==> src/rtl/alu_share_arbiter_pkg.sv <==
// Shared encodings for the two-requester ALU arbiter: ALU functions, FSM states
// and condition-code layout.
package alu_share_arbiter_pkg;

  typedef enum logic [1:0] {
    ALU_ADD = 2'b00,
    ALU_SUB = 2'b01,
    ALU_AND = 2'b10,
    ALU_XOR = 2'b11
  } alu_fn_e;

  typedef enum logic [1:0] {
    ST_IDLE = 2'b00,
    ST_EXEC = 2'b01,
    ST_RESP = 2'b10
  } state_e;

  // Bit positions inside cc = {ZF, SF, OF}
  localparam int CC_ZF = 2;
  localparam int CC_SF = 1;
  localparam int CC_OF = 0;

  localparam logic [2:0] CC_RESET = 3'b100;

endpackage

==> src/rtl/alu_share_arbiter_alu64.sv <==
// Combinational WIDTH-bit ALU (add/sub/and/xor) with a signed-overflow flag.
// Add and subtract share a single adder: subtract feeds ~b with a carry-in of 1.
module alu64
  import alu_share_arbiter_pkg::*;
#(
  parameter int WIDTH = 64
) (
  input  alu_fn_e          fn,
  input  logic [WIDTH-1:0] a,
  input  logic [WIDTH-1:0] b,
  output logic [WIDTH-1:0] result,
  output logic             of
);

  logic             is_sub;
  logic [WIDTH-1:0] b_eff;
  logic [WIDTH-1:0] sum;
  logic             sum_of;

  // With b_eff already inverted for subtract, one overflow rule covers both ops
  always_comb begin
    is_sub = (fn == ALU_SUB);
    b_eff  = is_sub ? ~b : b;
    sum    = a + b_eff + {{(WIDTH-1){1'b0}}, is_sub};
    sum_of = (a[WIDTH-1] == b_eff[WIDTH-1]) && (sum[WIDTH-1] != a[WIDTH-1]);
  end

  always_comb begin
    result = '0;
    of     = 1'b0;
    case (fn)
      ALU_ADD, ALU_SUB: begin
        result = sum;
        of     = sum_of;
      end
      ALU_AND: result = a & b;
      ALU_XOR: result = a ^ b;
      default: begin
        result = '0;
        of     = 1'b0;
      end
    endcase
  end

endmodule

==> src/rtl/alu_share_arbiter.sv <==
// Round-robin arbiter sharing one ALU between two requesters; latches operands,
// executes for one cycle, holds the result under a valid/ready handshake and owns cc.
module alu_share_arbiter
  import alu_share_arbiter_pkg::*;
#(
  parameter int WIDTH = 64
) (
  input  logic             clk,
  input  logic             rst,

  input  logic             req0_valid,
  output logic             req0_ready,
  input  logic [WIDTH-1:0] req0_a,
  input  logic [WIDTH-1:0] req0_b,
  input  logic [1:0]       req0_fn,
  input  logic             req0_setcc,

  input  logic             req1_valid,
  output logic             req1_ready,
  input  logic [WIDTH-1:0] req1_a,
  input  logic [WIDTH-1:0] req1_b,
  input  logic [1:0]       req1_fn,
  input  logic             req1_setcc,

  output logic             rsp_valid,
  input  logic             rsp_ready,
  output logic             rsp_id,
  output logic [WIDTH-1:0] rsp_result,

  output logic [2:0]       cc,
  output logic             busy
);

  state_e           state_q, state_d;
  logic             last_q, last_d;
  logic [WIDTH-1:0] a_q, a_d;
  logic [WIDTH-1:0] b_q, b_d;
  alu_fn_e          fn_q, fn_d;
  logic             setcc_q, setcc_d;
  logic             id_q, id_d;
  logic             rsp_valid_q, rsp_valid_d;
  logic             rsp_id_q, rsp_id_d;
  logic [WIDTH-1:0] rsp_result_q, rsp_result_d;
  logic [2:0]       cc_q, cc_d;

  logic             any_valid;
  logic             grant_id;
  logic [WIDTH-1:0] alu_result;
  logic             alu_of;

  // On a tie the requester that did not win last time is granted
  always_comb begin
    any_valid = req0_valid | req1_valid;
    if (req0_valid && req1_valid) begin
      grant_id = ~last_q;
    end else begin
      grant_id = req1_valid;
    end
  end

  assign req0_ready = (state_q == ST_IDLE) && req0_valid && !grant_id;
  assign req1_ready = (state_q == ST_IDLE) && req1_valid &&  grant_id;

  alu64 #(
    .WIDTH (WIDTH)
  ) u_alu (
    .fn     (fn_q),
    .a      (a_q),
    .b      (b_q),
    .result (alu_result),
    .of     (alu_of)
  );

  always_comb begin
    state_d      = state_q;
    last_d       = last_q;
    a_d          = a_q;
    b_d          = b_q;
    fn_d         = fn_q;
    setcc_d      = setcc_q;
    id_d         = id_q;
    rsp_valid_d  = rsp_valid_q;
    rsp_id_d     = rsp_id_q;
    rsp_result_d = rsp_result_q;
    cc_d         = cc_q;

    case (state_q)
      ST_IDLE: begin
        if (any_valid) begin
          id_d    = grant_id;
          last_d  = grant_id;
          a_d     = grant_id ? req1_a : req0_a;
          b_d     = grant_id ? req1_b : req0_b;
          fn_d    = alu_fn_e'(grant_id ? req1_fn : req0_fn);
          setcc_d = grant_id ? req1_setcc : req0_setcc;
          state_d = ST_EXEC;
        end
      end

      ST_EXEC: begin
        rsp_result_d = alu_result;
        rsp_id_d     = id_q;
        rsp_valid_d  = 1'b1;
        if (setcc_q) begin
          cc_d[CC_ZF] = (alu_result == '0);
          cc_d[CC_SF] = alu_result[WIDTH-1];
          cc_d[CC_OF] = alu_of;
        end
        state_d = ST_RESP;
      end

      ST_RESP: begin
        if (rsp_valid_q && rsp_ready) begin
          rsp_valid_d = 1'b0;
          state_d     = ST_IDLE;
        end
      end

      default: state_d = ST_IDLE;
    endcase
  end

  // Reset aborts any in-flight transaction without issuing a response
  always_ff @(posedge clk) begin
    if (rst) begin
      state_q      <= ST_IDLE;
      last_q       <= 1'b1;
      a_q          <= '0;
      b_q          <= '0;
      fn_q         <= ALU_ADD;
      setcc_q      <= 1'b0;
      id_q         <= 1'b0;
      rsp_valid_q  <= 1'b0;
      rsp_id_q     <= 1'b0;
      rsp_result_q <= '0;
      cc_q         <= CC_RESET;
    end else begin
      state_q      <= state_d;
      last_q       <= last_d;
      a_q          <= a_d;
      b_q          <= b_d;
      fn_q         <= fn_d;
      setcc_q      <= setcc_d;
      id_q         <= id_d;
      rsp_valid_q  <= rsp_valid_d;
      rsp_id_q     <= rsp_id_d;
      rsp_result_q <= rsp_result_d;
      cc_q         <= cc_d;
    end
  end

  assign rsp_valid  = rsp_valid_q;
  assign rsp_id     = rsp_id_q;
  assign rsp_result = rsp_result_q;
  assign cc         = cc_q;
  assign busy       = (state_q != ST_IDLE);

endmodule

==> config.mk <==
export PLATFORM = sky130hd
export DESIGN_NAME = alu_share_arbiter
export DESIGN_NICKNAME = d
export VERILOG_FILES = /design/src/rtl/alu_share_arbiter_pkg.sv /design/src/rtl/alu_share_arbiter_alu64.sv /design/src/rtl/alu_share_arbiter.sv
export SDC_FILE = /design/constraint.sdc
export NUM_CORES = 1
export LEC_CHECK = 0
export ABC_CLOCK_PERIOD_IN_PS = 6400
export CAP_MARGIN = 25
export CORE_UTILIZATION = 52
export CTS_CLUSTER_SIZE = 40
export DETAILED_ROUTE_END_ITERATION = 8
export GPL_TIMING_DRIVEN = 0
export HOLD_SLACK_MARGIN = 0.12
export PLACE_DENSITY = 0.82
export SYNTH_ARGS = -nofsm -noshare
export SYNTH_HDL_FRONTEND = slang
export SYNTH_SLANG_ARGS = --single-unit
export TNS_END_PERCENT = 1
==> constraint.sdc <==
create_clock -name clk -period 6.4 [get_ports clk]
set_input_delay 0.96 -clock clk [delete_from_list [all_inputs] [get_ports clk]]
set_output_delay 0.96 -clock clk [all_outputs]
set_load 0.02 [all_outputs]
-- After elaboration in Yosys (flattened, before gate mapping)
Cells that the tools add are included.
- memories: 0
- bits in read-only memories: 0
- bits of input ports: 267
- bits in registers: 204
- output and inout port bits: 72
- word-level logic and storage cells: 58
- latch bits: 0
- bits in writable memories: 0
- equal/unequal tests: 9
- magnitude comparators: 0
- shift-type cells: 0
- bitwise operators: 5
- reduce and logical (&&, ||, !) cells: 18
- multipliers: 0
- divide/modulo/power cells: 0
- muxes and demuxes: 13
- add/subtract/negate cells: 2
- operator list (operator ; count):
    64-bit two-way mux ; 3
    64-bit one-hot mux with 3 select lines ; 1
    64-bit by 1-bit adder with 64-bit output ; 1
    64-bit adder ; 1
    64-bit AND ; 1
    64-bit zero test ; 1
    64-bit NOT ; 1
    64-bit XOR ; 1
    2-bit AND reduction ; 4
    1-bit logical AND ; 7
    2-bit equality test, second input constant ; 3
    2-bit two-way mux ; 3
    2-bit one-hot mux with 3 select lines ; 1
    2-bit by 1-bit equality test with 1-bit output, second input constant ; 2
    2-bit zero test ; 2
    1-bit two-way mux ; 4
    2-bit inequality test, second input constant ; 2
    2-bit nonzero test ; 2
    1-bit one-hot mux with 2 select lines ; 1
    2-bit OR reduction ; 1
    1-bit equality test ; 1
    1-bit zero test ; 1
    1-bit inequality test ; 1
    1-bit NOT ; 1
    1-bit bitwise OR ; 1

-- Longest topological paths before layout
Gate-level depths: netlist (run 1).
- depth in word-level cells: 7
- depth in mapped cells: 22

-- Modules after synthesis
A second synthesis (run 1) with hierarchy kept.
- cell total of the unflattened synthesis: 1854
- area, all modules: 15509.9 um2
- by module, submodules not included (module ; cells an instance ; seq. area each (um2) ; area an instance (um2) ; instances):
    alu_share_arbiter ; 925 ; 4083.9 ; 8790.9 ; 1
    alu64 ; 929 ; 0.0 ; 6718.9 ; 1

-- Worst setup path after synthesis (run 1)
No wires, ideal clock.
- kind: register to register
- from: register fn_q[0]
- to: register cc_q[2] (netlist: cc[2])
- path buffers: 7
- arrival: 5.208 ns
- cell stages (with the launch flop): 23
- path slack: 1.070 ns
- period minus slack after synthesis: 5.330 ns
- cells stage by stage: dfxtp_1 > buf_4 > buf_1 > buf_2 > buf_2 > buf_2 > nand2_1 > clkbuf_1 > xnor2_1 > ha_1 > buf_2 > nand4_1 > a2111oi_0 > nor2_1 > a2111o_1 > a31oi_1 > a21boi_0 > xor2_1 > o211ai_1 > and3b_1 > nand4_1 > nor4_2 > a221o_1
- cells in the longest elaborated chain, start to end: 6
- ends and longest elaborated chain (element ; RTL line ; source):
    start, declared ; alu_share_arbiter.sv:38 ; alu_fn_e fn_q, fn_d;
    start signal, assigned ; alu_share_arbiter.sv:142 ; fn_q <= fn_d;
    2-bit by 1-bit equality test with 1-bit output ; alu_share_arbiter_alu64.sv:22, alu_share_arbiter_alu64.sv:31 ;
    64-bit two-way mux ; alu_share_arbiter_alu64.sv:23 ; b_eff = is_sub ? ~b : b;
    64-bit adder ; alu_share_arbiter_alu64.sv:24 ; sum = a + b_eff + {{(WIDTH-1){1'b0}}, is_sub};
    64-bit by 1-bit adder with 64-bit output ; alu_share_arbiter_alu64.sv:24 ;
    64-bit one-hot mux with 3 select lines (*) ; alu_share_arbiter_alu64.sv:31 ; case (fn)
    64-bit zero test (*) ; alu_share_arbiter.sv:105 ; cc_d[CC_ZF] = (alu_result == '0);
    end signal, assigned ; alu_share_arbiter.sv:136 ; cc_q <= CC_RESET;
    end signal, assigned ; alu_share_arbiter.sv:148 ; cc_q <= cc_d;
    end, declared ; alu_share_arbiter.sv:44 ; logic [2:0] cc_q, cc_d;
Mark *: on every way between the ends. The rest lies on a longest branch, timed or not.
A chain may end at the register's enable or synchronous reset.

-- Worst setup path in the final report (run 1)
- from: register fn_q[1]
- to: register cc_q[2] (netlist: cc[2])
The elaborated chain is that of the path after synthesis.

==> results of run 1 <==
## state kept, by name, summed over array words and instances, names as in the netlist
signal      cells
rsp_valid       1
setcc_q         1
a_q            64
last_q          1
rsp_result     64
fn_q            2
cc              3
rsp_id          1
state_q         2
id_q            1
b_q            64
## area by class of cell
class / count / area [um^2] / area share [%]
Timing Repair Buffer: 341 / 3423 / 16.89
Inverter: 13 / 48.80 / 0.2408
Clock buffer: 34 / 706.9 / 3.488
Clock inverter: 8 / 97.59 / 0.4815
Tap cell: 384 / 480.5 / 2.371
Multi-Input combinational cell: 1568 / 10900 / 53.80
Buffer: 131 / 521.8 / 2.574
Sequential cell: 204 / 4085 / 20.16
## final timing paths
path | start | end | slack (ns) | cells past startpoint
hold reg to reg | rsp_result[59] | rsp_result[59] | 0.46 | 2
hold / removal | rsp_result[59] | rsp_result[59] | 0.46 | 2
setup / recovery | fn_q[1] | cc[2] | 0.07 | 22
setup reg to reg | fn_q[1] | cc[2] | 0.07 | 22
## where the power goes
| part | leakage (nW) | switching (mW) | internal [mW] | total, mW |
|---|---|---|---|---|
| Sequential | 1.69 | 0.183 | 1.44 | 1.63 |
| Combinational | 5.96 | 1.87 | 1.14 | 3.00 |
| Clock | 0.403 | 0.583 | 0.845 | 1.43 |
## cell families (layout without fill, tap and decap cells)
logic type	count (synthesis)	after routing
and+or+nand+nor	596	596
AOI/OAI and AO/OA	537	537
DFF	204	204
muxes	196	196
buffers and inverters	147	527
adders and majority gates	131	131
xor gates and xnor gates	108	108
## routing by layer
layer,GRT usage [%],wire length (um),up-vias
met3,6.854,6084,227
li1,-,-,7765
met1,51.26,25580,8147
met5,0,13,-
met4,23.12,4323,2
met2,70.95,30250,999
## layout by cell type (no fill, tap or decap), types with 17 or more instances in the layout
cell / netlist / layout
nand4_1: 31 / 31
o21ai_0: 94 / 92
a21oi_1: 120 / 119
buf_1: 18 / 17
nor2_1: 282 / 280
a211oi_1: 174 / 173
clkdlybuf4s50_1: 0 / 337
clkbuf_16: 0 / 23
nor3_1: 31 / 31
ha_1: 130 / 130
xor2_1: 26 / 26
xnor2_1: 82 / 82
nand3_1: 22 / 22
a21o_1: 30 / 30
nand2_1: 153 / 152
mux2i_1: 180 / 180
clkbuf_1: 106 / 100
dfxtp_1: 204 / 203
## tightest hold or removal path, stage by stage (launching register included)
cell	delay (ns)
dfxtp_1	0.31
nand2_1	0.05
a21oi_1	0.06
## per-stage QoR
stage,hold slack [ns],std cells,utilization [%]
6_report,0.4646,2683,69.86
3_3_place_gp,0.4424,2640,66.67
4_1_cts,0.4550,2683,69.71
2_1_floorplan,0.4323,1919,-
5_1_grt,0.4867,2683,69.86
3_5_place_dp,0.4466,2644,66.85
## timing repair
item | 4_1_cts | 5_1_grt
gates resized for setup | 17 | 14
endpoints found under the hold margin | 0 | 0
setup endpoints to repair | 49 | 5
==> impl_table.tex, run 1 <==
\begin{tabular}{lr}
\hline
Metric & Value \\
\hline
\multicolumn{2}{l}{\textbf{Min path}} \\
\quad Hold crit path type & reg -> reg \\
\multicolumn{2}{l}{\textbf{Drt}} \\
\quad Post-detailed-route wirelength per cell & 24.69 um \\
\quad Vias per cell & 6.388 \\
\quad Final routed DRC violation total & 0 \\
\quad Final wirelength & 66,250 um \\
\quad Number of detailed-routing iterations run before antenna repair & 6 \\
\quad Post-detailed-route count of antenna-violating nets & 0 \\
\quad Number of design-rule violations left by the first detailed-router iteration & 1,676 \\
\quad Via count & 17,140 \\
\multicolumn{2}{l}{\textbf{Timing}} \\
\quad Worst Skew & 0.009347 ns \\
\quad Crit share post-route & 98.85\% \\
\quad RSZ-0062 raised after global routing & false \\
\quad Hold Vio Cnt, Final & 0 \\
\quad Final Critical Period & 6.326 ns \\
\quad Setup\_tns & 0 ns \\
\quad Slew at the pin closest to its max-slew limit & 1.090 ns \\
\quad Slew HR & 27.31\% \\
\quad Maximum clock rate & 0.1581 GHz \\
\quad Final number of setup-violating endpoints & 0 \\
\quad Final worst setup slack & 0.07360 ns \\
\quad Fin. max-slew vios & 0 \\
\multicolumn{2}{l}{\textbf{Clock network}} \\
\quad H-tree lvl count & 1 \\
\quad Clock latency on the worst-skew pair & 0.54 ns \\
\quad TritonCTS Sinks & 204 \\
\quad Hold buffer count at CTS & 0 \\
\quad Clock input transition at the sequential cells of the worst setup and hold paths & 0.06 ns \\
\quad Maximum number of buffers from clock root to sink & 3 \\
\quad Clock tree from TritonCTS & yes \\
\quad TritonCTS Buffers & 23 \\
\quad Buffer type at the clock tree root & clkbuf\_16 \\
\quad Number of buffers added for setup after CTS & 0 \\
\multicolumn{2}{l}{\textbf{Synth}} \\
\quad Mux share of post-synthesis cell area & 12.80\% \\
\quad Syn. warnings & 0 \\
\quad Share of async-settable or async-resettable flops after synthesis & 0\% \\
\quad Syn Std Cell Area & 15,490 um\^{}2 \\
\quad Prevailing post-synth register cell & dfxtp\_1 \\
\quad Largest area contributor in the synthesized netlist & dfxtp\_1 \\
\quad Distinct cell type count after synthesis & 83 \\
\quad Combinational family with the most area after synthesis & compound AO/OA/AOI/OAI gates \\
\quad Top-area cell type share of the netlist area & 26.37\% \\
\quad Cell with the most instances after synthesis & nor2\_1 \\
\quad Adder and majority cell fraction of the synthesized area & 10.63\% \\
\quad Compound-gate portion of the synthesized area & 23.19\% \\
\quad Ranking of synthesized cells by area & dfxtp\_1, mux2i\_1, ha\_1 \\
\quad Number of flops mapped to enable cells by yosys & 0 \\
\quad Mean cell area of the mapped netlist & 8.071 um\^{}2 \\
\quad Net count of the mapped netlist & 2,317 \\
\quad Count of mapped cells out of synthesis & 1,919 \\
\quad Ranking of synthesized cells by instance count & nor2\_1, dfxtp\_1, mux2i\_1 \\
\quad Simple-gate share of the synthesized area & 17.25\% \\
\quad Flip-flop and latch count after synthesis & 204 \\
\quad Share of the yosys chip area belonging to registers & 26.37\% \\
\quad Fraction of synthesized cell area in xor and xnor cells & 6.107\% \\
\multicolumn{2}{l}{\textbf{Power and ir drop}} \\
\quad Power per Cell Area & 298.8 nW/um\^{}2 \\
\quad Overall power & 6.056 mW \\
\quad Leakage power of the design & 8.054 nW \\
\quad Largest voltage drop on the vdd net & 0.2153 mV \\
\multicolumn{2}{l}{\textbf{Setup path}} \\
\quad Longest individual stage delay on the worst path & 0.49 ns \\
\quad Crit path DAT & 6.81 ns \\
\quad CP delay by family, top & compound AO/OA/AOI/OAI gates \\
\quad Buffer and inverter count on the worst path & 7 \\
\quad Critical path startpoint category & flop \\
\quad Critical path type & reg -> reg \\
\quad Standard cell with the maximum stage delay on the critical path & a2111oi\_1 \\
\quad Maximum net fanout on the critical path & 10 \\
\quad Worst endpoint required time & 6.88 ns \\
\quad Cell seen most often among critical-path stages & clkbuf\_2 \\
\quad Cells along the critical path & inv\_1 > clkbuf\_2 > clkbuf\_2 > clkbuf\_2 > nand2\_4 > clkbuf\_4 > xnor2\_1 > ha\_1 > buf\_2 > nand4\_1 > a2111oi\_1 > buf\_2 > nor2\_1 > a2111o\_1 > a31oi\_2 > a41oi\_1 > xnor2\_1 > o21ai\_0 > and4\_1 > nand4\_1 > nor4\_2 > a221o\_1 \\
\quad Worst setup EP type & flop \\
\multicolumn{2}{l}{\textbf{GRT}} \\
\quad GRT overflow & 0 \\
\quad Via count of the first global-routing pass & 17,150 \\
\quad Wire length of the first global-routing pass & 99,220 um \\
\quad Largest net degree at the start of global routing & 29 \\
\quad Number of antenna violations at the first check in global routing & 1 \\
\quad Combined global-route utilization of all metal layers & 42.14\% \\
\multicolumn{2}{l}{\textbf{Floorplan}} \\
\quad X dimension of the die & 174.6 um \\
\quad Vert. Die Dim & 174.6 um \\
\quad Core Rows & 62 \\
\quad Effective utilization at floorplan & 53.39\% \\
\quad Core Area & 29,010 um\^{}2 \\
\quad Die area & 30,480 um\^{}2 \\
\quad Num ports & 339 \\
\multicolumn{2}{l}{\textbf{Run}} \\
\quad Max-capacitance violation count & 0 \\
\multicolumn{2}{l}{\textbf{Placement}} \\
\quad DP Area & 19,390 um\^{}2 \\
\quad Final GP Congestion & 1.008 \\
\quad Setup WS pre-CTS & -1.937 ns \\
\quad Port bufs & 337 \\
\quad Placed wire-length estimate & 51,940 um \\
\multicolumn{2}{l}{\textbf{Final layout}} \\
\quad Number of fillers in the final layout & 2,256 \\
\quad Layout cells sized above 1 & 4.828\% \\
\quad Number of antenna cells inserted & 0 \\
\quad Final std cell area, no fill & 20,270 um\^{}2 \\
\quad Area added between synthesis and finish & 30.86\% \\
\quad Number of nets in the layout & 2,680 \\
\multicolumn{2}{l}{\textbf{Run status}} \\
\quad Status & finished clean \\
\hline
\end{tabular}
Note: power is estimated with default switching activity, not from simulation.
==> run 2, diff against run 1 <==
ABC_CLOCK_PERIOD_IN_PS = 6700   (was 6400)
clock period = 6.7 ns   (was 6.4 ns; I/O delays follow)
==> impl_table.tex, run 2 (same netlist as run 1, synthesis figures left out) <==
\begin{tabular}{lr}
\hline
Metric & Value \\
\hline
\multicolumn{2}{l}{\textbf{Run status}} \\
\quad Status & finished clean \\
\multicolumn{2}{l}{\textbf{Floorplan}} \\
\quad Num ports & 339 (unchanged) \\
\quad Die area & 30,480 um\^{}2 (unchanged) \\
\quad X dimension of the die & 174.6 um (unchanged) \\
\quad Effective utilization at floorplan & 53.39\% (unchanged) \\
\quad Vert. Die Dim & 174.6 um (unchanged) \\
\quad Core Area & 29,010 um\^{}2 (unchanged) \\
\quad Core Rows & 62 (unchanged) \\
\multicolumn{2}{l}{\textbf{Clock network}} \\
\quad Hold buffer count at CTS & 0 (unchanged) \\
\quad H-tree lvl count & 1 (unchanged) \\
\quad Buffer type at the clock tree root & clkbuf\_16 \\
\quad Clock tree from TritonCTS & yes \\
\quad Maximum number of buffers from clock root to sink & 3 (unchanged) \\
\quad TritonCTS Buffers & 23 (unchanged) \\
\quad TritonCTS Sinks & 204 (unchanged) \\
\quad Clock input transition at the sequential cells of the worst setup and hold paths & 0.06 ns (about the same) \\
\quad Clock latency on the worst-skew pair & 0.54 ns (about the same) \\
\multicolumn{2}{l}{\textbf{Setup path}} \\
\quad Critical path type & reg -> reg \\
\quad Buffer and inverter count on the worst path & 5 (-2) \\
\quad Cells along the critical path & clkinvlp\_4 > clkbuf\_2 > clkbuf\_2 > nand2\_2 > clkbuf\_2 > xnor2\_1 > ha\_1 > clkbuf\_1 > nand4\_1 > nor2\_1 > nand3\_1 > a31oi\_1 > nor3\_1 > or2\_2 > xnor2\_1 > o21ai\_0 > nand4\_1 > nor4\_2 > a221o\_1 \\
\quad Maximum net fanout on the critical path & 10 (unchanged) \\
\quad Worst setup EP type & flop \\
\quad Longest individual stage delay on the worst path & 0.61 ns (+0.12 ns) \\
\quad Cell seen most often among critical-path stages & clkbuf\_2 \\
\quad CP delay by family, top & simple AND/OR/NAND/NOR gates \\
\quad Critical path startpoint category & flop \\
\quad Standard cell with the maximum stage delay on the critical path & dfxtp\_1 \\
\quad Worst endpoint required time & 7.18 ns (+0.30 ns) \\
\quad Crit path DAT & 7.15 ns (+0.34 ns) \\
\multicolumn{2}{l}{\textbf{GRT}} \\
\quad Combined global-route utilization of all metal layers & 42.20\% (+0.065 points) \\
\quad Via count of the first global-routing pass & 17,170 (+0.082\%) \\
\quad Largest net degree at the start of global routing & 29 (unchanged) \\
\quad Wire length of the first global-routing pass & 99,340 um (+0.12\%) \\
\quad GRT overflow & 0 (unchanged) \\
\quad Number of antenna violations at the first check in global routing & 0 (-1) \\
\multicolumn{2}{l}{\textbf{Final layout}} \\
\quad Most common library cell in the layout ignoring fill and taps & clkdlybuf4s50\_1 \\
\quad Util after Layout & 69.88\% (about the same) \\
\quad Non-filler cells in the finished layout & 2,690 (+0.26\%) \\
\quad Area added between synthesis and finish & 30.90\% (about the same) \\
\quad Most used cells in the layout excluding fill and tap cells & clkdlybuf4s50\_1, nor2\_1, dfxtp\_1, mux2i\_1, a211oi\_1 \\
\quad Layout cells sized above 1 & 4.688\% (-0.14 points) \\
\quad Number of nets in the layout & 2,685 (+0.19\%) \\
\multicolumn{2}{l}{\textbf{Drt}} \\
\quad Final routed DRC violation total & 0 (unchanged) \\
\quad Via count & 17,160 (+0.11\%) \\
\quad Final wirelength & 66,270 um (about the same) \\
\quad Number of design-rule violations left by the first detailed-router iteration & 1,624 (-3.1\%) \\
\quad Post-detailed-route wirelength per cell & 24.63 um (-0.24\%) \\
\quad Vias per cell & 6.378 (-0.16\%) \\
\quad Post-detailed-route count of antenna-violating nets & 0 (unchanged) \\
\quad Number of detailed-routing iterations run before antenna repair & 8 (+2) \\
\multicolumn{2}{l}{\textbf{Timing}} \\
\quad Final number of setup-violating endpoints & 0 (unchanged) \\
\quad Slew at the pin closest to its max-slew limit & 1.183 ns (+0.09252 ns) \\
\quad Final Hold Slack & 0.4567 ns (-0.007942 ns) \\
\quad Worst Skew & 0.01361 ns (+0.004260 ns) \\
\quad Fin. max-slew vios & 0 (unchanged) \\
\quad Final worst setup slack & 0.02793 ns (-0.04568 ns) \\
\quad Hold Vio Cnt, Final & 0 (unchanged) \\
\quad Crit share post-route & 99.58\% (+0.73 points) \\
\quad Slew HR & 20.47\% (-6.8 points) \\
\quad Final Critical Period & 6.672 ns (+0.3457 ns) \\
\quad Maximum clock rate & 0.1499 GHz (-5.2\%) \\
\quad Setup\_tns & 0 ns (unchanged) \\
\multicolumn{2}{l}{\textbf{Placement}} \\
\quad Setup WS pre-CTS & -1.637 ns (+0.3000 ns) \\
\quad Port bufs & 337 (unchanged) \\
\quad Final GP Congestion & 1.008 (unchanged) \\
\quad Placed wire-length estimate & 51,940 um (unchanged) \\
\quad Total instance count after detailed placement & 2,644 (unchanged) \\
\multicolumn{2}{l}{\textbf{Min path}} \\
\quad Hold crit path type & reg -> reg \\
\multicolumn{2}{l}{\textbf{Power and ir drop}} \\
\quad Power per Cell Area & 285.2 nW/um\^{}2 (-4.6\%) \\
\quad Largest voltage drop on the vdd net & 0.2066 mV (-4.1\%) \\
\quad Leakage power of the design & 8.060 nW (about the same) \\
\multicolumn{2}{l}{\textbf{Run}} \\
\quad Max-capacitance violation count & 0 (unchanged) \\
\hline
\end{tabular}
==> run 2: cell type report <==
type                    count  area, um^2
multi-input cells        1568       10870
clock inverters             8       97.59
inverters                  13       52.55
flip-flops and latches    204        4084
diodes                      2       5.005
well taps                 384       480.5
fillers                  2247        8738
repair buffers            346        3461
clock buffers              34       706.9
plain buffers             131       521.8
==> run 2: path summary, 6_finish.rpt <==
| check | cells after the start | slack, ns | startpoint | endpoint |
|---|---|---|---|---|
| max | 19 | 0.03 | fn_q[1] | cc[2] |
| min | 2 | 0.46 | rsp_result[45] | rsp_result[45] |
| max reg2reg | 19 | 0.03 | fn_q[1] | cc[2] |
| min reg2reg | 2 | 0.46 | rsp_result[45] | rsp_result[45] |
==> run 2: what timing repair did <==
action | CTS | global route
endpoints found under the setup margin | 39 | 2
pin swaps | 0 | 0
gates resized for setup | 8 | 15
setup buffers | 0 | 5
==> run 2: metal layers <==
metal | up-vias | share of wire [%] | global-route usage [%]
li1 | 7779 | - | -
met1 | 8188 | 39 | 51.38
met2 | 972 | 46 | 70.58
met3 | 219 | 8.5 | 6.810
met4 | 0 | 6.5 | 24.17
met5 | - | 0 | 0
==> run 2: through the flow <==
stage	area, um^2	total power [mW]
after CTS	20210	5.673
after detailed placement	19390	4.314
after global placement	19340	4.238
after floorplan	15490	3.285
final	20270	5.782
after global routing	20270	6.020
==> run 2: report_power, final <==
part / total [mW] / switching (mW) / internal (mW)
logic: 2.87 / 1.78 / 1.08
clock network: 1.36 / 0.557 / 0.807
registers: 1.55 / 0.175 / 1.38
==> run 2: worst min-delay path, cell delays in order, from the launching register on <==
cell,delay [ns]
dfxtp_1,0.31
nand2_1,0.05
a21oi_1,0.05
==> RTL edit 1 (flow settings as in run 1) <==
Make the reset (`rst`) asynchronous in one clocked block.
--- a/src/rtl/alu_share_arbiter.sv
+++ b/src/rtl/alu_share_arbiter.sv
@@ -122,5 +122,5 @@
 
   // Reset aborts any in-flight transaction without issuing a response
-  always_ff @(posedge clk) begin
+  always_ff @(posedge clk or posedge rst) begin
     if (rst) begin
       state_q      <= ST_IDLE;
Formal check against the unedited RTL: differs if rst is asserted again (counterexample within 4 cycles, from zero or initial values and one cycle with rst high); with rst held inactive, the same outputs for 4 cycles.
==> RTL edit 1 against run 1 <==
  * Non-clock buffer count shrank 15
  * Sequential cell count is the same
  * Routed wire length decreased by 9.4%
  * Design area is 2.0% higher
  * Setup slack lost 0.019 ns
  * Hold slack improved by 0.016 ns
  * Utilization decreased by 0.12 points
  * Fmax decreased by 0.29%
  * Cell count fell by 3.4%
  * Area after synthesis up 1.2%
  * Count of clock-buffer cells in the layout decreased by 5
  * Largest cell class unchanged
Power is not shown: default switching activity piles up to over one toggle a cycle in this logic, so the estimate is an artifact.
==> RTL edit 1: results (changes against run 1) <==
- The fraction of final layout cells sized beyond drive strength 1 is 5.447% (+0.62 points).
- The synthesis-to-layout area growth is 31.91%.
- The estimated wirelength of the detail-placed design is 47.76 mm (-8.0%).
- The number of violations of the max-capacitance limit is 0 (unchanged).
- The depth of the CTS H-tree is 1 (unchanged).
- The arrival time at the worst endpoint is 6.81 ns (about the same).
- STA classifies the critical path startpoint as a flop.
- The overall track demand over capacity in global routing was 38.58% (-3.6 points).
- The global-route wire length before repair came to 90.62 mm (-8.7%).
- The buffer cell driving the clock tree root is sky130_fd_sc_hd__clkbuf_16.
- The share of the yosys chip area belonging to registers is 32.59% (+6.2 points).
- The worst clock skew was 0.02298 ns (+0.01363 ns).
- The startpoint identified for the worst register-to-register timing path is fn_q[1].
- The number of antenna violations at the first check in global routing is 2 (+1).
- The buffer depth of the longest clock path is 3 (unchanged).
- The async set-or-reset flop fraction in the synthesized netlist was 100.0% (+100 points).
- The maximum number of pins on one net before global-route repair is 42 (+45%).
- The routing usage on met2 is 65.32% (-5.6 points).
- The number of diodes added for antenna fixing is 0 (unchanged).
- The flow ran to the end, and the final reports show no timing, DRC or antenna violations.
- The count of cell types in the netlist is 84 (+1.2%).
- The number of global-route vias before repair came to 15570 (-9.2%).
- The iteration count of the initial detailed-routing pass was 6 (unchanged).
- The count of input and output buffers was 338 (+0.30%).
- The longest individual stage delay on the worst path is 0.58 ns (+0.09 ns).
- The DRC violation total after the first TritonRoute iteration is 1505 (-10%).
- The family of cells with the greatest summed delay on the critical path is simple AND/OR/NAND/NOR gates.
- The cell type of the slowest stage on the worst timing path is sky130_fd_sc_hd__or4_1.
- The global routing usage on met1 is 48.58% (-2.7 points).
- The number of nets in the layout is 2584 (-3.6%).
- The largest fanout of any net on the critical path came to 10 (unchanged).
- The class of the tightest hold or removal check is flop to flop.
- The source-to-sink clock delay at the later pin of the worst-skew pair is 0.54 ns (about the same).
- The average detailed-routed wire length per instance is 23.15 um (-6.2%).
- The final weighted congestion of routability-driven global placement was 0.9660 (-4.2%).
- The beginning of the worst hold path is rsp_result[19].
- The synthesized netlist net count was 2210 (-4.6%).
- The placement-stage cell area is 19750 um2 (+1.8%).
- After synthesis, the cell types taking the most area are sky130_fd_sc_hd__dfrtp_1 (32%), sky130_fd_sc_hd__mux2i_1 (12%), sky130_fd_sc_hd__ha_1 (10%), sky130_fd_sc_hd__o21ai_0 (8.0%), sky130_fd_sc_hd__nand2_1 (7.5%).
- The global routing met3 resource utilization came to 5.606% (-1.2 points).
- The warning count from the yosys run is 0 (unchanged).
- The relative max-transition margin is 24.62% (-2.7 points).
- The number of buffers created by CTS is 23 (unchanged).
- The via density per instance is 6.133 (-4.0%).
- The commonest cells after synthesis are sky130_fd_sc_hd__nand2_1 (313), sky130_fd_sc_hd__o21ai_0 (249), sky130_fd_sc_hd__dfrtp_1 (202).
- The register clock-pin slew on the reported worst setup and hold paths is 0.06 ns (about the same).
[RTL edit 1: path summary, 6_finish.rpt]
check                                       to  slack, ns  cells after the start
worst max-delay path                     cc[2]       0.05                     21
min in group asynchronous           state_q[0]       0.84                      2
worst min-delay path            rsp_result[19]       0.48                      2
worst max register to register           cc[2]       0.05                     21
worst min register to register  rsp_result[19]       0.48                      2
max in group asynchronous              a_q[38]       4.68                      4
[RTL edit 1: layout make-up]
type	count	area, um2
Inverter	21	86.33
Tap cell	390	488.0
Timing Repair Buffer	351	3588
Sequential cell	204	5107
Clock inverter	13	224.0
Fill cell	2299	8969
Clock buffer	29	638.1
Buffer	106	478.0
Multi-Input combinational cell	1479	10060
[RTL edit 1: cells by family after synthesis]
logic type	Yosys count	synth area share, %
buf+inv	129	3.393
flops	204	32.59
compound gates	502	19.17
simple gates	532	15.07
xor+xnor	110	6.148
mux	204	13.12
fa+ha+maj	131	10.51
[RTL edit 1: through the flow]
stage,setup slack [ns],instances,utilization [%],TNS [ns]
6_report,0.05495,2593,69.74,0
3_5_place_dp,-2.085,2553,66.64,-40.44
5_1_grt,-0.1733,2593,69.74,-0.1733
3_3_place_gp,-2.839,2540,65.94,-85.15
2_1_floorplan,0.05940,1812,-,0
4_1_cts,0.04120,2593,69.66,0
[RTL edit 1: routing by layer]
metal,vias up,part of all wire [%]
li1,7242,-
met1,7715,40
met2,795,47
met3,150,7.3
met4,2,4.9
met5,-,0.017
[RTL edit 1: timing repair]
action	in CTS	in global routing
buffers inserted	0	0
setup endpoints to repair	53	3
resized for setup	20	7
==> RTL edit 2 (config.mk and constraints of run 1) <==
Without the edit above. `WIDTH` is set to 64 in 2 places; all go to 68.
--- a/src/rtl/alu_share_arbiter_alu64.sv
+++ b/src/rtl/alu_share_arbiter_alu64.sv
@@ -4,5 +4,5 @@
   import alu_share_arbiter_pkg::*;
 #(
-  parameter int WIDTH = 64
+  parameter int WIDTH = 68
 ) (
   input  alu_fn_e          fn,
--- a/src/rtl/alu_share_arbiter.sv
+++ b/src/rtl/alu_share_arbiter.sv
@@ -4,5 +4,5 @@
   import alu_share_arbiter_pkg::*;
 #(
-  parameter int WIDTH = 64
+  parameter int WIDTH = 68
 ) (
   input  logic             clk,
Ports: changed (5 resized); port bits go from 339 to 359. No check against the original RTL was run, so the function may have changed too.
==> RTL edit 2 against run 1 <==
  * The flow now finishes with violations (setup timing)
  * Design area grew 9.0%
  * Synthesized cell count is 9.2% higher
  * Utilization down 0.37 points
  * Combinational power up 15%
  * Sequential cell count grew 12
  * Power grew 9.8%
  * Setup slack got worse by 0.077 ns
  * Area after synthesis grew 9.2%
  * Via count increased by 12%
  * Non-clock buffer count rose by 46
  * Routed wire length rose by 13%
  * Critical path type unchanged
  * Critical endpoint unchanged
==> RTL edit 2: results (changes against run 1) <==
- The run finished, with violations left.
- The final reports fail on setup timing.
- The worst clock skew is 0.01487 ns (+0.005520 ns).
- The count of input and output buffers was 357 (+5.9%).
- The multiplexer share of the synthesized area was 12.25% (-0.55 points).
- The number of setup violations in the final report is 1 (+1).
- The final weighted congestion of routability-driven global placement is 1.015 (+0.69%).
- The count of cell types in the netlist came to 96 (+16%).
- The worst slack at placement came to -2.124 ns (-0.1865 ns).
- The final worst slack is -0.003152 ns (-0.07676 ns).
- The post-synthesis compound-gate area fraction is 23.81% (+0.62 points).
- The maximum number of pins on one net before global-route repair was 20 (-31%).
- The number of nets in the layout is 2910 (+8.6%).
- The overall track demand over capacity in global routing is 43.59% (+1.5 points).
- The share of the yosys chip area belonging to registers came to 25.57% (-0.80 points).
- The number of global-route vias before repair is 18596 (+8.4%).
- The estimated wirelength of the detail-placed design is 59.45 mm (+14%).
- The pin slew with the least headroom to its limit came to 1.164 ns (+0.07393 ns).
- The routing usage on met2 is 70.68% (-0.27 points).
- The longest individual stage delay on the worst path is 0.54 ns (+0.05 ns).
- The number of antenna violations at the first check in global routing is 0 (-1).
- On the critical path, the stage with the largest delay is an instance of sky130_fd_sc_hd__o21ai_0.
- The routed wire length was 75.19 mm (+13%).
- The fraction of final layout cells sized beyond drive strength 1 is 5.425% (+0.60 points).
- Sorting the synthesized cells by how often they occur yields sky130_fd_sc_hd__nor2_1 (301), sky130_fd_sc_hd__dfxtp_1 (216), sky130_fd_sc_hd__mux2i_1 (189).
- The number of buffers created by CTS came to 25 (+8.7%).
- The xor/xnor share of the synthesized area is 5.385% (-0.72 points).
- The global-route wire length before repair was 110.3 mm (+11%).
- The DRC violation total after the first TritonRoute iteration was 2072 (+24%).
==> RTL edit 2: power breakdown <==
part | switching, uW | internal [uW]
combinational | 2140 | 1310
clock | 627 | 850
sequential | 193 | 1530
total | 2970 | 3680
==> RTL edit 2: cells by family (layout without fill, tap and decap cells) <==
logic type	Yosys count	in the layout
buf+inv	174	585
fa+ha+maj	139	139
simple gates	669	669
mux	205	205
xor+xnor	104	104
compound gates	589	589
flops	216	216
==> RTL edit 2: metrics by stage <==
| step | instance area [um2] | setup TNS, ns | instances | hold WS [ns] |
|---|---|---|---|---|
| 5_1_grt | 22100 | 0 | 2942 | 0.4885 |
| 6_report | 22100 | -0.003152 | 2942 | 0.4642 |
| 4_1_cts | 21980 | 0 | 2938 | 0.4647 |
| 2_1_floorplan | 16910 | 0 | 2096 | 0.4323 |
| 3_5_place_dp | 21120 | -48.56 | 2894 | 0.4557 |
| 3_3_place_gp | 21030 | -89.90 | 2888 | 0.4434 |
==> RTL edit 2: metal layers <==
metal / vias up / share of wire [%]
li1: 8548 / -
met1: 9070 / 39
met2: 1296 / 44
met3: 261 / 10
met4: 0 / 6.5
met5: - / 0
==> RTL edit 2: final cells by class <==
class	instances	area, um2	share of cell area (%)
sequential	216	4324	19.57
clock buffer	37	750.7	3.398
tap	435	544.3	2.463
timing repair buffer	368	3710	16.79
inverter	21	80.08	0.3624
buffer	150	711.9	3.222
multi-input combinational	1706	11900	53.85
clock inverter	9	77.57	0.3511
==> RTL edit 2: path summary, 6_finish.rpt <==
kind / from / to / slack (ns)
worst max-delay path: fn_q[1] / cc[2] / -0.003
worst min-delay path: rsp_result[37] / rsp_result[37] / 0.46
worst max register to register: fn_q[1] / cc[2] / -0.003
worst min register to register: rsp_result[37] / rsp_result[37] / 0.46
